## config.mk

```make
export PLATFORM = sky130hd
export DESIGN_NAME = load_unit
export DESIGN_NICKNAME = d
export VERILOG_FILES = /design/src/rtl/load_unit.sv
export SDC_FILE = /design/constraint.sdc
export NUM_CORES = 1
export LEC_CHECK = 0
export ABC_CLOCK_PERIOD_IN_PS = 1800
export BUFFER_PORTS_ARGS = -buffer_cell sky130_fd_sc_hd__buf_2
export CAP_MARGIN = 30
export CORE_ASPECT_RATIO = 1.4
export CORE_MARGIN = 1
export CORE_UTILIZATION = 45
export DETAILED_ROUTE_END_ITERATION = 10
export HOLD_SLACK_MARGIN = 0.15
export PLACE_DENSITY = 0.83
export REMOVE_ABC_BUFFERS = 1
export SLEW_MARGIN = 5
export SYNTH_ARGS = -nofsm -noshare
export SYNTH_HDL_FRONTEND = slang
export SYNTH_SLANG_ARGS = --single-unit
```

## constraint.sdc

```tcl
create_clock -name clk -period 1.8 [get_ports clk]
set_input_delay 0.09 -clock clk [delete_from_list [all_inputs] [get_ports clk]]
set_output_delay 0.09 -clock clk [all_outputs]
set_load 0.01 [all_outputs]
```

## src/rtl/load_unit.sv

```systemverilog
// load_unit: single-outstanding load unit.
//   Accepts a load request (lw/lh/lhu/lb/lbu) in IDLE, checks the opcode and
//   alignment, issues one word read on the memory bus, then extracts and
//   extends the addressed byte/halfword into rdata with a one-cycle done pulse.
//   Faulted requests (illegal op or misaligned address) never touch the bus
//   and complete with err=1 and rdata=0.
//
// Ports:
//   clk, reset            clock, asynchronous active-high reset
//   start, op, addr       request (sampled only in IDLE)
//   busy                  high whenever the unit is not IDLE
//   bus_req, bus_addr     word-aligned read request, held for the whole REQ state
//   bus_ack, bus_rdata    read response, data valid with ack
//   done, rdata, err      completion pulse, extended result (held), fault flag
//
// Build option:
//   LOAD_TIMEOUT_EN  when defined, REQ gives up after TIMEOUT_CYCLES cycles
//                    without bus_ack and completes with err=1 (TIMEOUT_CYCLES >= 1).
module load_unit #(
  parameter int unsigned TIMEOUT_CYCLES = 255
) (
  input  logic        clk,
  input  logic        reset,
  input  logic        start,
  input  logic [2:0]  op,
  input  logic [31:0] addr,
  output logic        busy,
  output logic        bus_req,
  output logic [31:0] bus_addr,
  input  logic        bus_ack,
  input  logic [31:0] bus_rdata,
  output logic        done,
  output logic [31:0] rdata,
  output logic        err
);

  typedef enum logic [1:0] {
    S_IDLE,
    S_REQ,
    S_DONE
  } state_e;

  state_e      state_q, state_d;
  logic [2:0]  op_q, op_d;
  logic [31:0] addr_q, addr_d;
  logic [31:0] rdata_q, rdata_d;
  logic        err_q, err_d;

  logic        fault;
  logic [15:0] half_sel;
  logic [7:0]  byte_sel;
  logic [31:0] extracted;
  logic        timeout_hit;

`ifdef LOAD_TIMEOUT_EN
  localparam int unsigned CW = (TIMEOUT_CYCLES < 2) ? 1 : $clog2(TIMEOUT_CYCLES);

  logic [CW-1:0] cnt_q, cnt_d;

  // Counter is held at zero outside REQ, so it is cleared on every entry to REQ.
  always_comb begin
    cnt_d = '0;
    if (state_q == S_REQ) cnt_d = cnt_q + 1'b1;
  end

  always_ff @(posedge clk or posedge reset) begin
    if (reset) cnt_q <= '0;
    else       cnt_q <= cnt_d;
  end

  // cnt_q counts completed ack-less REQ cycles; the limit is reached at the end
  // of the cycle where it reads TIMEOUT_CYCLES-1. An ack in that cycle wins.
  assign timeout_hit = (state_q == S_REQ) && !bus_ack &&
                       (cnt_q == CW'(TIMEOUT_CYCLES - 1));
`else
  logic [31:0] timeout_cfg_unused;
  assign timeout_cfg_unused = TIMEOUT_CYCLES;
  assign timeout_hit        = 1'b0;
`endif

  // Request legality, evaluated on the incoming op/addr.
  always_comb begin
    case (op)
      3'd0:       fault = (addr[1:0] != 2'b00);
      3'd1, 3'd2: fault = addr[0];
      3'd3, 3'd4: fault = 1'b0;
      default:    fault = 1'b1;
    endcase
  end

  // Lane selection and extension from the latched op/address.
  always_comb begin
    half_sel = addr_q[1] ? bus_rdata[31:16] : bus_rdata[15:0];
    case (addr_q[1:0])
      2'b00:   byte_sel = bus_rdata[7:0];
      2'b01:   byte_sel = bus_rdata[15:8];
      2'b10:   byte_sel = bus_rdata[23:16];
      default: byte_sel = bus_rdata[31:24];
    endcase
    case (op_q)
      3'd0:    extracted = bus_rdata;
      3'd1:    extracted = {{16{half_sel[15]}}, half_sel};
      3'd2:    extracted = {16'h0000, half_sel};
      3'd3:    extracted = {{24{byte_sel[7]}}, byte_sel};
      3'd4:    extracted = {24'h000000, byte_sel};
      default: extracted = '0;
    endcase
  end

  // State register.
  always_ff @(posedge clk or posedge reset) begin
    if (reset) state_q <= S_IDLE;
    else       state_q <= state_d;
  end

  // Datapath registers.
  always_ff @(posedge clk or posedge reset) begin
    if (reset) begin
      op_q    <= '0;
      addr_q  <= '0;
      rdata_q <= '0;
      err_q   <= 1'b0;
    end else begin
      op_q    <= op_d;
      addr_q  <= addr_d;
      rdata_q <= rdata_d;
      err_q   <= err_d;
    end
  end

  // Next state and datapath updates.
  always_comb begin
    state_d = state_q;
    op_d    = op_q;
    addr_d  = addr_q;
    rdata_d = rdata_q;
    err_d   = err_q;
    case (state_q)
      S_IDLE: begin
        if (start) begin
          op_d   = op;
          addr_d = addr;
          if (fault) begin
            state_d = S_DONE;
            rdata_d = '0;
            err_d   = 1'b1;
          end else begin
            state_d = S_REQ;
            err_d   = 1'b0;
          end
        end
      end
      S_REQ: begin
        if (bus_ack) begin
          state_d = S_DONE;
          rdata_d = extracted;
          err_d   = 1'b0;
        end else if (timeout_hit) begin
          state_d = S_DONE;
          rdata_d = '0;
          err_d   = 1'b1;
        end
      end
      S_DONE:  state_d = S_IDLE;
      default: state_d = S_IDLE;
    endcase
  end

  // Outputs.
  always_comb begin
    busy     = (state_q != S_IDLE);
    bus_req  = (state_q == S_REQ);
    bus_addr = {addr_q[31:2], 2'b00};
    done     = (state_q == S_DONE);
    err      = (state_q == S_DONE) && err_q;
    rdata    = rdata_q;
  end

endmodule

```

==> impl_results.md, run 1 <==
* Clock transition at path regs at 0.07 ns
* Register bit total from synthesis at 70
* First-pass GRT wire length at 16300 um
* CP peak stage delay at 0.51 ns
* Crit-path cells: buf_4, mux4_2, a22o_1, a221o_1
* CP arrival at 1.93 ns
* R2r worst-path depth at 4
* Initial Util at between 40 and 50%
* Number of cell rows at 38
* Synth Area in XOR/XNOR at 0.237%
* Max-Cap Viols at 0
* Pwr dens at 1200 nW/um^2
* Critical path endpoint category: flop
* Die height at 109 um
* Cell Area, Synth at 3700 um^2
* Simple-gate share of the synthesized area at 9.67%
* Period utilization at 94.6%
* RSZ-0062 raised after global routing: no
* IO buf count at 136
* Final instance area at 5170 um^2
* Global Route Usage Sum at 25.2%
* Core area at around 8000 um^2
* Fin util at between 60% and 70%
* Pre-antenna DRT Iters at 4
* Largest area contributor in the netlist: dfrtp_1
* Routed via count at 3285
* Pin count of the biggest net entering global routing at 49
* CTS tree: done
* Post-synth EDFFs at 0
* First-iteration detailed-routing DRC count at 190
* Worst hold-check path type: input pin to flop
* Cells after synthesis at about 330
* Final setup viols at 0
* Post-Synth Adder-Cell Area at less than 1%
* Compound-Gate Fraction of Synth Area at 16.9%
* Via density per instance at 5.42
* Slowest cell on crit path: mux4_2
* GRT Residual Overflow at 0
* Diodes inserted at 0
* Die Area at 8600 um^2
* Gpl congestion at 0.850
* Placed Cells at 529
* Nets at between 500 and 600
* CP Class: flop to flop
* Max-slew violations at 0
* Slew HR at between 60% and 70%
* Largest family of logic cells by synthesized area: compound AO/OA/AOI/OAI gates
* Post-synthesis async set-or-reset flop share at 100%
* Post-synthesis mux area share at 15.4%
* Clk_skew at 0.00801 ns
* Root Buffer: clkbuf_8
* DP Area at 4310 um^2
* Area Overhead vs Synth at 39.6%
* Final cell count without fillers at slightly above 600
* Count leader, synth: dfrtp_1
* Worst Path Max Fanout at 7
* Number of global-route vias before repair at about 3.4k
* Status: complete, no violations
* H-tree depth at 3
* CP startpoint kind: flop
* Tightest Pin Transition at roughly 0.50 ns
* Layout cell share with drive strength beyond 1 at between 40% and 50%
* Initial antenna violation count at 0
* DP Wirelength at 6780 um
* Hold Path Cell Cnt at 5
* LEAKAGE at 0.00244 uW
* Avg WL per Cell at 17.0 um
* Netlist cell types at 41
* F_max at around 600 MHz
* Synthesized area per cell at 11.3 um^2
* Clock Sinks at 70
* Worst path required time at slightly above 2 ns
* Die X at 78.7 um
* Worst-skew pair later-pin latency at 0.34 ns
* Synth top area share at roughly 47%
* CTS Buf Count at 9
* Most instantiated cells after synthesis: 70 x dfrtp_1, 35 x buf_4, 35 x mux2_2
* Io pins at 139
* Seq/Total Area, Yosys at 47.3%
* Hold Fails Final Rpt at 0
* Max Buffers Root-to-Sink at 2
* Final ANT Viol Nets at 0
* Peak VDD IR at a little under 0.0008 V
* Yosys Warn Count at 0
* Top cells by area, synth: dfrtp_1 47%, mux2_2 11%, buf_4 7.1%
* Synth Flop Type: dfrtp_1
* Total Wirelength at 10300 um
* Drc violations at 0
* Tmin final at 1.70 ns
-- path summary, 6_finish.rpt --
kind | from | endpoint | slack (ns)
worst max register to register | addr_q[0] | rdata[1] | 0.1
worst max-delay path | addr_q[0] | rdata[1] | 0.1
worst min-delay path | bus_rdata[10] | rdata[10] | 0.23
max in group asynchronous | reset | addr_q[1] | 0.82
worst min register to register | rdata[9] | rdata[9] | 0.48
min in group asynchronous | reset | rdata[26] | 0.34
-- per-stage QoR --
| step | setup WS (ns) | hold WS [ns] | setup TNS [ns] | power, uW |
|---|---|---|---|---|
| finish | 0.0972 | 0.231 | 0 | 6190 |
| global route | 0.00801 | 0.254 | 0 | 6580 |
| CTS | 0.0344 | 0.213 | 0 | 6190 |
| detailed placement | 0.00723 | 0.147 | 0 | 4600 |
| global placement | 0.0324 | 0.130 | 0 | 4510 |
| floorplan | -3.03 | 0.207 | -164.98 | 3670 |
-- layout by cell type, fill, tap and decap left out, drive strengths merged, types with 5 or more instances in the layout --
cell,Yosys,final
clkbuf,7,13
nor2,19,19
dlygate4sd3,0,61
nor3,13,13
nor2b,14,14
a21oi,28,28
a221o,7,7
mux4,7,7
nand2,7,7
inv,5,5
a22o,7,7
buf,47,153
dfrtp,70,70
mux2,35,35
o21ai,12,12
o2bb2ai,25,25
-- critical path, delay by kind of cell (launching register included) --
family          cells  cell delay (ns)
compound gates      2             0.45
buf+inv             1             0.18
mux                 1             0.51
flops               1             0.45
-- routing by layer --
metal / global-route usage, % / vias to the layer above / share of wire (%)
li1: - / 1507 / -
met1: 28.5 / 1579 / 37
met2: 43.0 / 167 / 52
met3: 7.05 / 32 / 7.8
met4: 13.4 / 0 / 3.4
met5: 0 / - / 0
-- cell type report --
type	count	area, um^2
fillers	613	2680
flip-flops and latches	70	1750
multi-input cells	201	1590
repair buffers	214	1450
clock buffers	13	169
well taps	100	125
clock inverters	3	65.1
inverters	5	18.8
-- what timing repair did --
action	CTS	global route
hold buffers	61	0
setup buffers	0	0
gates resized for setup	1	5
endpoints found under the hold margin	82	0
setup endpoints to repair	4	31
-- flip-flops by register name, summed over array words and instances (netlist names) --
register  cells
rdata        32
state_q       2
addr_q       32
op_q          3
err_q         1
-- report_power, final --
group	switching, uW	internal, uW	leakage, uW
logic	1200	1210	0.00144
clock network	566	893	0.000120
registers	313	2010	0.000886
total	2080	4110	0.00244
-- kinds of logic after synthesis --
group                    Yosys count
other                              1
AO/OA/AOI/OAI                     87
buffers and inverters             59
AND/OR/NAND/NOR                   66
multiplexers                      44
adder cells (fa/ha/maj)            1
flip-flops                        70
XOR/XNOR                           1
Note: power is estimated with default switching activity, not from simulation.
==> run 2: changes to the inputs <==
--- a/config.mk
+++ b/config.mk
@@ -12,9 +12,10 @@
 export CORE_MARGIN = 1
 export CORE_UTILIZATION = 45
 export DETAILED_ROUTE_END_ITERATION = 10
-export HOLD_SLACK_MARGIN = 0.15
+export MAX_ROUTING_LAYER = met4
 export PLACE_DENSITY = 0.83
 export REMOVE_ABC_BUFFERS = 1
+export SETUP_SLACK_MARGIN = 0.3
 export SLEW_MARGIN = 5
 export SYNTH_ARGS = -nofsm -noshare
 export SYNTH_HDL_FRONTEND = slang
==> run 2 against run 1 <==
Compared with the run above: cell count is 2.5% lower; via count fell by 2.2%; sequential cell count did not move; largest cell class unchanged; sequential power barely moved; core utilization is 1.4 points lower; global-route usage grew 0.26 points.
==> impl_results.md, run 2 (same netlist as run 1, synthesis figures left out) <==
* Status: complete, no violations
* Pre-antenna DRT Iters at 4
* Clock transition at path regs at ~0.07 ns
* Die height at ~110 um
* Via density per instance at 5.43
* IO buf count at about 140
* R2R Path End: rdata[5]
* Clk_skew at a little under 0.008 ns
* Worst hold-check path type: input pin to flop
* Number of cell rows at 38
* Diodes inserted at 0
* CTS tree: done
* Final ANT Viol Nets at 0
* Worst-skew pair later-pin latency at about 0.35 ns
* R2r worst-path depth at 4
* Routed via count at around 3.2k
* Commonest non-fill, non-tap cell in the layout: buf_2
* Layout cell share with drive strength beyond 1 at 51.3%
* Initial antenna violation count at 0
* F_max at 609 MHz
* Core area at 7850 um^2
* Drc violations at 0
* Worst Path Max Fanout at 5
* Period utilization at between 90 and 100%
* Max Buffers Root-to-Sink at 2
* CP arrival at 1.88 ns
* CP Class: flop to flop
* Avg WL per Cell at 17.0 um
* Number of global-route vias before repair at 3310
* Commonest cells after routing, fill and taps aside: 136 x buf_2, 64 x dfrtp_1, 35 x mux2_2, 35 x dlygate4sd3_1, 23 x o2bb2ai_1
* H-tree depth at 3
* Final setup viols at 0
* LEAKAGE at 0.00237 uW
* Critical path endpoint category: flop
* Tightest Pin Transition at 0.509 ns
* Setup_tns at 0 ns
* CP startpoint kind: flop
* Layout fillers at slightly above 600
* Tmin final at 1.64 ns
* Die X at 78.7 um
* Pwr dens at 1190 nW/um^2
* Slew HR at 66.0%
* Worst setup path endpoint: rdata[5]
* Reg2reg start: addr_q[0]
* Worst R2R Setup Slack at around 0.16 ns
* Hold Slack at 0.0148 ns
* Area Overhead vs Synth at 36.7%
* First-iteration detailed-routing DRC count at 252
* Worst path required time at 2.04 ns
* Root Buffer: clkbuf_8
* Die Area at 8600 um^2
* DP Wirelength at between 6000 and 7000 um
* Pin count of the biggest net entering global routing at between 40 and 50
* RSZ-0062 raised after global routing: yes
* Fin util at 64.5%
* Hold Fails Final Rpt at 0
* Max-slew violations at 0
* Total Wirelength at 10000 um
* Peak VDD IR at roughly 0.00074 V
* Initial Util at 47.2%
* First-pass GRT wire length at 16000 um
* Io pins at 139
* Tot Pwr at 6050 uW
* Crit path from: addr_q[0]
* Max-Cap Viols at 0
* Clock Sinks at 70
* Gpl congestion at 0.865
* CTS Buf Count at 9
* GRT Residual Overflow at 0
* Nets at 557
* Global Route Usage Sum at 25.4%
## run 2: critical path, stage by stage (launching register included)
cell and delay, ns:
dfrtp_2 0.42, buf_4 0.17, mux4_2 0.49, a22o_1 0.19
a221o_1 0.26
## run 2: final cells by class
cell class                      instances  area [um^2]  share of cell area (%)
Sequential cell                        70         1760                    34.8
Multi-Input combinational cell        201         1690                    33.4
Timing Repair Buffer                  199         1300                    25.7
Clock buffer                           12          145                    2.87
Tap cell                              100          125                    2.47
Clock inverter                          4         22.5                   0.445
Inverter                                5         18.8                   0.371
## run 2: metal layers
layer / vias to the layer above / wire, um / track usage [%]
met5: - / 0 / -
met4: 0 / 220 / 11.2
met3: 22 / 629 / 6.31
met2: 140 / 5300 / 42.9
met1: 1570 / 3880 / 28.6
li1: 1480 / - / -
## run 2: worst min-delay path by stage
| stage | from | endpoint | slack (ns) | cells past startpoint |
|---|---|---|---|---|
| global placement | reset | addr_q[30] | 0.13 | 2 |
| CTS | bus_rdata[17] | rdata[1] | 0.002 | 2 |
| detailed placement | reset | addr_q[30] | 0.15 | 2 |
| floorplan | op[1] | op_q[1] | 0.21 | 2 |
| global route | bus_rdata[21] | rdata[5] | 0.006 | 2 |
| finish | addr[0] | addr_q[0] | 0.01 | 2 |
## run 2: power by group
| group | leakage (uW) | internal [uW] | switching (uW) |
|---|---|---|---|
| Sequential | 0.000881 | 2010 | 299 |
| Clock | 0.0000861 | 531 | 581 |
| Combinational | 0.00141 | 1330 | 1300 |
## run 2: through the flow
stage          worst slack, ns  instances  instance area (um^2)
2_1_floorplan            -3.03        276                  3350
3_3_place_gp            0.0245        530                  4310
3_5_place_dp           0.00769        530                  4310
4_1_cts                  0.177        590                  4970
5_1_grt                  0.122        591                  5060
6_report                 0.157        591                  5060
## run 2: repair_timing
| item | 4_1_cts | 5_1_grt |
|---|---|---|
| hold endpoints to repair | 56 | 0 |
| pin swaps | 3 | 6 |
| resized for setup | 25 | 18 |
| endpoints found under the setup margin | 57 | 60 |
| hold buffers | 35 | 0 |
| setup buffers | 8 | 1 |
| cloned | 1 | 0 |
